## config.mk

```make
export PLATFORM = sky130hd
export DESIGN_NAME = exec_unit
export DESIGN_NICKNAME = d
export VERILOG_FILES = /design/src/rtl/exec_pkg.sv /design/src/rtl/seq_multiplier.sv /design/src/rtl/exec_unit.sv
export SDC_FILE = /design/constraint.sdc
export NUM_CORES = 1
export LEC_CHECK = 0
export ABC_AREA = 1
export CAP_MARGIN = 10
export CORE_MARGIN = 5
export CORE_UTILIZATION = 35
export CTS_BUF_LIST = sky130_fd_sc_hd__clkbuf_4 sky130_fd_sc_hd__clkbuf_8
export CTS_CLUSTER_DIAMETER = 120
export CTS_CLUSTER_SIZE = 30
export DETAILED_ROUTE_END_ITERATION = 16
export GPL_TIMING_DRIVEN = 0
export PLACE_DENSITY = 0.52
export SETUP_SLACK_MARGIN = 0.4
export SYNTH_ARGS = -nofsm -noshare
export SYNTH_HDL_FRONTEND = slang
export SYNTH_SLANG_ARGS = --single-unit
```

## constraint.sdc

```tcl
create_clock -name clk -period 2.41 [get_ports clk]
set_input_delay 0.3615 -clock clk [delete_from_list [all_inputs] [get_ports clk]]
set_output_delay 0.3615 -clock clk [all_outputs]
set_load 0.02 [all_outputs]
```

## src/rtl/exec_pkg.sv

```systemverilog
// Shared definitions for the execute stage: opcodes, FSM states, default sizes.
package exec_pkg;

    localparam int WIDTH_DEF  = 32;
    localparam int ADDR_W_DEF = 5;
    localparam int CNT_W_DEF  = 6;

    localparam logic [2:0] OP_ADD  = 3'd0;
    localparam logic [2:0] OP_SUB  = 3'd1;
    localparam logic [2:0] OP_AND  = 3'd2;
    localparam logic [2:0] OP_OR   = 3'd3;
    localparam logic [2:0] OP_NOR  = 3'd4;
    localparam logic [2:0] OP_SLT  = 3'd5;
    localparam logic [2:0] OP_MUL  = 3'd6;
    localparam logic [2:0] OP_RSVD = 3'd7;

    typedef enum logic [1:0] {
        S_IDLE = 2'd0,
        S_MUL  = 2'd1,
        S_DONE = 2'd2
    } state_t;

endpackage

```

## src/rtl/seq_multiplier.sv

```systemverilog
// Iterative shift-add multiplier, low WIDTH bits of the product.
// start loads the operands; one iteration per clock while busy. done is
// high during the cycle of the final iteration, and product carries the
// accumulator value that this final iteration produces, so the caller can
// capture the finished result on the same edge.
module seq_multiplier #(
    parameter int WIDTH = 32,
    parameter int CNT_W = 6
) (
    input  logic             clk,
    input  logic             rst_n,
    input  logic             start,
    input  logic [WIDTH-1:0] a,
    input  logic [WIDTH-1:0] b,
    output logic             busy,
    output logic             done,
    output logic [WIDTH-1:0] product
);

    logic [WIDTH-1:0] acc_reg;
    logic [WIDTH-1:0] mcand_reg;
    logic [WIDTH-1:0] mplier_reg;
    logic [CNT_W-1:0] cnt_reg;
    logic             busy_reg;
    logic [WIDTH-1:0] acc_next;

    // Conditional add of the shifted multiplicand for the current multiplier bit.
    always_comb begin
        acc_next = acc_reg;
        if (mplier_reg[0]) begin
            acc_next = acc_reg + mcand_reg;
        end
    end

    // Operand load on start, then one shift-add iteration per cycle.
    always_ff @(posedge clk) begin
        if (!rst_n) begin
            acc_reg    <= '0;
            mcand_reg  <= '0;
            mplier_reg <= '0;
            cnt_reg    <= '0;
            busy_reg   <= 1'b0;
        end else if (start) begin
            acc_reg    <= '0;
            mcand_reg  <= a;
            mplier_reg <= b;
            cnt_reg    <= '0;
            busy_reg   <= 1'b1;
        end else if (busy_reg) begin
            acc_reg    <= acc_next;
            mcand_reg  <= mcand_reg << 1;
            mplier_reg <= mplier_reg >> 1;
            cnt_reg    <= cnt_reg + 1'b1;
            if (cnt_reg == CNT_W'(WIDTH - 1)) begin
                busy_reg <= 1'b0;
            end
        end
    end

    assign busy    = busy_reg;
    assign done    = busy_reg && (cnt_reg == CNT_W'(WIDTH - 1));
    assign product = acc_next;

endmodule

```

## src/rtl/exec_unit.sv

```systemverilog
// Execute stage feeding the register bank write port: single-cycle ALU ops
// plus an iterative multiply, with a valid/ready input handshake.
module exec_unit
    import exec_pkg::*;
#(
    parameter int WIDTH  = WIDTH_DEF,
    parameter int ADDR_W = ADDR_W_DEF,
    parameter int CNT_W  = CNT_W_DEF
) (
    input  logic              clk,
    input  logic              rst_n,
    input  logic              in_valid,
    output logic              in_ready,
    input  logic [2:0]        op,
    input  logic [WIDTH-1:0]  OperandA,
    input  logic [WIDTH-1:0]  OperandB,
    input  logic [ADDR_W-1:0] DestReg,
    output logic [ADDR_W-1:0] WriteReg,
    output logic [WIDTH-1:0]  writeData,
    output logic              regWrite,
    output logic              Zero,
    output logic              done,
    output logic              illegal
);

    state_t            state_reg;
    state_t            state_next;
    logic [ADDR_W-1:0] dest_reg;

    logic              accept;
    logic [WIDTH-1:0]  alu_result;
    logic              mul_start;
    logic              mul_busy;
    logic              mul_done;
    logic [WIDTH-1:0]  mul_product;

    logic              load;
    logic [WIDTH-1:0]  load_value;
    logic [ADDR_W-1:0] load_dest;
    logic              load_illegal;

    assign in_ready = (state_reg == S_IDLE);
    assign accept   = in_valid && in_ready;

    seq_multiplier #(
        .WIDTH (WIDTH),
        .CNT_W (CNT_W)
    ) u_mul (
        .clk     (clk),
        .rst_n   (rst_n),
        .start   (mul_start),
        .a       (OperandA),
        .b       (OperandB),
        .busy    (mul_busy),
        .done    (mul_done),
        .product (mul_product)
    );

    // Single-cycle ALU; MUL and the reserved opcode produce 0 here.
    always_comb begin
        alu_result = '0;
        case (op)
            OP_ADD:  alu_result = OperandA + OperandB;
            OP_SUB:  alu_result = OperandA - OperandB;
            OP_AND:  alu_result = OperandA & OperandB;
            OP_OR:   alu_result = OperandA | OperandB;
            OP_NOR:  alu_result = ~(OperandA | OperandB);
            OP_SLT:  alu_result = {{(WIDTH-1){1'b0}}, ($signed(OperandA) < $signed(OperandB))};
            default: alu_result = '0;
        endcase
    end

    // FSM state register.
    always_ff @(posedge clk) begin
        if (!rst_n) begin
            state_reg <= S_IDLE;
        end else begin
            state_reg <= state_next;
        end
    end

    // Next state plus the result-capture controls for entering DONE.
    always_comb begin
        state_next   = state_reg;
        mul_start    = 1'b0;
        load         = 1'b0;
        load_value   = alu_result;
        load_dest    = DestReg;
        load_illegal = 1'b0;
        case (state_reg)
            S_IDLE: begin
                if (accept) begin
                    if (op == OP_MUL) begin
                        state_next = S_MUL;
                        mul_start  = 1'b1;
                    end else begin
                        state_next   = S_DONE;
                        load         = 1'b1;
                        load_illegal = (op == OP_RSVD);
                    end
                end
            end
            S_MUL: begin
                load_dest  = dest_reg;
                load_value = mul_product;
                if (mul_done) begin
                    state_next = S_DONE;
                    load       = 1'b1;
                end else if (!mul_busy) begin
                    // Multiplier not running: nothing to wait for, recover.
                    state_next = S_IDLE;
                end
            end
            S_DONE: begin
                state_next = S_IDLE;
            end
            default: begin
                state_next = S_IDLE;
            end
        endcase
    end

    // Destination capture at accept, held for the duration of a multiply.
    always_ff @(posedge clk) begin
        if (!rst_n) begin
            dest_reg <= '0;
        end else if (accept) begin
            dest_reg <= DestReg;
        end
    end

    // Write-back registers: loaded on entry to DONE, strobes last one cycle.
    always_ff @(posedge clk) begin
        if (!rst_n) begin
            WriteReg  <= '0;
            writeData <= '0;
            regWrite  <= 1'b0;
            Zero      <= 1'b0;
            done      <= 1'b0;
            illegal   <= 1'b0;
        end else begin
            regWrite <= 1'b0;
            done     <= 1'b0;
            illegal  <= 1'b0;
            if (load) begin
                WriteReg  <= load_dest;
                writeData <= load_value;
                Zero      <= (load_value == '0);
                done      <= 1'b1;
                illegal   <= load_illegal;
                regWrite  <= !load_illegal && (load_dest != '0);
            end
        end
    end

endmodule
```

==> metrics, run 1 <==
status=finished with violations; failing checks=setup timing; IO buf count=approximately 120; startpoint types=flip-flop; largest fanout on the critical path=3; Worst VDD drop=between 0.3 and 0.4 mV; WP data arrival=about 3.2 ns; routed len/inst=21.3 µm; mean post-synth cell area=~5.8 µm²; Layout Cells excl Fill=around 3500; final hold vios=0; Die H=220 µm; via count=19000; worst hold path type=in2reg; RSZ-0062 raised after global routing=true; CTS tree=built; First DRT Iteration DRCs=around 1700; DRT Wirelength=~75000 µm; largest net degree at the start of global routing=17; FMAX=about 0.37 GHz; Worst path top cell family by delay=simple AND/OR/NAND/NOR gates; vias in the first global route=around 18000; share of cells above drive strength 1=0.317; GR Overflow Total=0; WL met3=about 5200 µm; crit-path cells=ha_4 > inv_2 > fa_2 > inv_2 > nand3_4 > nand2_4 > nand2_4 > nand2_4 > nand2_2 > nand2_2 > nand2_2 > nand2_2 > nand2_2 > inv_2 > nor2_1 > nand2_1 > nand3_2 > nand3_2 > nand2_2 > nor2_2 > nand4_1 > a21oi_1; clock slew at reported path FFs=roughly 0.11 ns; Worst Path Buf+Inv=3; Sw Share=0.428; commonest cells after routing, fill and taps aside=nand2_1, inv_1, nand3_1; Final setup viols=10; first-pass GRT wire length=110000 µm; GPL Wtd Cong=around 0.95; Max Root-Sink Buffers=2; FILL cells=approximately 4600; ANT cells=0; Core ar.=43900 µm²; post-place setup slack=-1.67 ns; period utilization=1.12; P_int=between 0.004 and 0.005 W; Warnings, synthesis=0; Hold WS=0.0726 ns; Worst Skew=about 0.028 ns; Post-synth ARST share=0; Setup Crit Path Kind=reg2reg; DRC Markers=0; Clock power frac=0.255; Post-Syn Instances=about 2700; met2 routed WL=between 30000 and 40000 µm; Slowest cell on crit path=dfxtp_2; CP required=2.89 ns; Vias/cell=5.38; Yosys top cell area share=0.195; initial antenna violation count=2; cell area after placement=roughly 18000 µm²; Final nets=3146; Unique masters post-synth=46; Metal-1 WL=34400 µm; max-slew violations=0; Slew @ Worst Pin=approximately 0.96 ns; synth top area cells=dfxtp_1, nand2_1, ha_1; Die Area=about 48000 µm²; synthesized area=roughly 15000 µm²; largest area contributor in the netlist=dfxtp_1; final setup margin=-0.289 ns; DRT Pass-1 Iters=6; io pins=roughly 120; Yosys reg bits=151; top routing layer in use=met5; Psw=about 0.0035 W; CP Capture Type=flip-flop; CTS Buf Count=17; commonest non-fill, non-tap cell in the layout=nand2_1; CTS H-Tree Depth=4; ys flop type=dfxtp_1; Std-Cell Rows=77; CTS root buf=clkbuf_8; Clock Latency Late Sink=~0.57 ns; PD cells=around 380 nW/µm²; Min Clock Period, post-route=around 2.7 ns; cell area after layout=approximately 22000 µm²; Post-synth EDFFs=0; number of cells after detailed placement=between 3000 and 4000; Seq/Total Area, Yosys=0.195; DP HPWL=between 60000 and 70000 µm; GR Util All Layers=0.302; worst relative slew slack=0.355; Starting Density=0.352; area grow syn2layout=42.1%; Leak=between 10 and 15 nW; syn_nets=2900; Die W=approximately 220 µm; combinational share of power=0.420; CP max stage delay=between 0.3 and 0.4 ns; Max Cap Viol=0; clock tree sinks=151; Flop pwr share=0.325; Crit path top cell by count=nand2_2; post-route ant nets=0
worst min-delay path, delay by kind of cell:
kind,cells,cell delay [ns]
AO/OA/AOI/OAI,1,0.06
buffers and inverters,1,0.11
AND/OR/NAND/NOR,1,0.07
worst paths after layout:
path	start	endpoint	slack [ns]	cells after the start
hold reg to reg	dest_reg[4]$_SDFFE_PN0P_	dest_reg[4]$_SDFFE_PN0P_	0.47	2
setup / recovery	u_mul.acc_reg[0]$_SDFFE_PP0P_	Zero$_SDFFE_PN0P_	-0.29	22
setup reg to reg	u_mul.acc_reg[0]$_SDFFE_PP0P_	Zero$_SDFFE_PN0P_	-0.29	22
hold / removal	OperandA[0]	u_mul.mcand_reg[0]$_SDFFE_PN0P_	0.07	3
metrics by stage:
step | setup TNS [ns] | util | power, W
3_3_place_gp | -82.81 | 0.406 | 0.00550
4_1_cts | -0.512 | 0.474 | 0.00804
3_5_place_dp | -85.57 | 0.406 | 0.00551
2_1_floorplan | 0 | - | 0.00442
6_report | -1.42 | 0.500 | 0.00827
5_1_grt | -2.98 | 0.500 | 0.00866
per-layer routing:
layer	GRT usage	vias up
met2	0.479	763
met3	0.0509	127
met4	0.0843	2
met5	0	-
met1	0.426	8986
li1	-	9168
logic make-up after synthesis:
group / after synthesis / synth area share
AND/OR/NAND/NOR: 1440 / 0.395
buffers and inverters: 545 / 0.142
AO/OA/AOI/OAI: 406 / 0.150
flip-flops: 151 / 0.195
adder cells (fa/ha/maj): 138 / 0.113
XOR/XNOR: 7 / 0.00396
what timing repair did:
action                                  in CTS  in global routing
resized for setup                          739                320
buffers inserted                            66                 43
pin swaps                                   95                109
gates cloned                                 2                  1
endpoints found under the setup margin     147                127
hold buffers                                 0                  0
hold endpoints to repair                     0                  0
area by class of cell:
class                      count  area [µm²]  share of cell area
inverter                     438        1690              0.0770
multi-input combinational   1991       13300               0.605
buffer                       107         771              0.0351
sequential                   151        3110               0.142
timing repair buffer         227        1960              0.0894
clock inverter                14         155             0.00706
clock buffer                  18         241              0.0110
tap                          592         741              0.0337
cells in the mapped netlist, drive strengths merged (5+ instances only):
cell type  number
o211ai         40
a31oi          34
a21oi         163
buf            58
a221oi         10
nand4          37
o21bai         18
inv           436
o21ai         112
dfxtp         151
o22ai          20
a211oi          5
ha            135
nand3         330
clkbuf         49
or2            16
nor2          278
xor2            5
nand2         744
nor3           25
power groups by stage:
stage	clock, W	sequential, W	combinational [W]
after floorplan	0	0.00278	0.00164
after global placement	0	0.00274	0.00276
after detailed placement	0	0.00274	0.00277
after CTS	0.00214	0.00269	0.00321
after global routing	0.00224	0.00270	0.00372
final	0.00211	0.00269	0.00348
(Power assumes the default switching activity.)
==> inputs of run 2 (changes only) <==
--- a/config.mk
+++ b/config.mk
@@ -6,6 +6,7 @@
 export NUM_CORES = 1
 export LEC_CHECK = 0
 export ABC_AREA = 1
+export ABC_CLOCK_PERIOD_IN_PS = 2410
 export CAP_MARGIN = 10
 export CORE_MARGIN = 5
 export CORE_UTILIZATION = 35
==> results of run 2 <==
Final layout, timing and power as in run 1 (identical DEF).
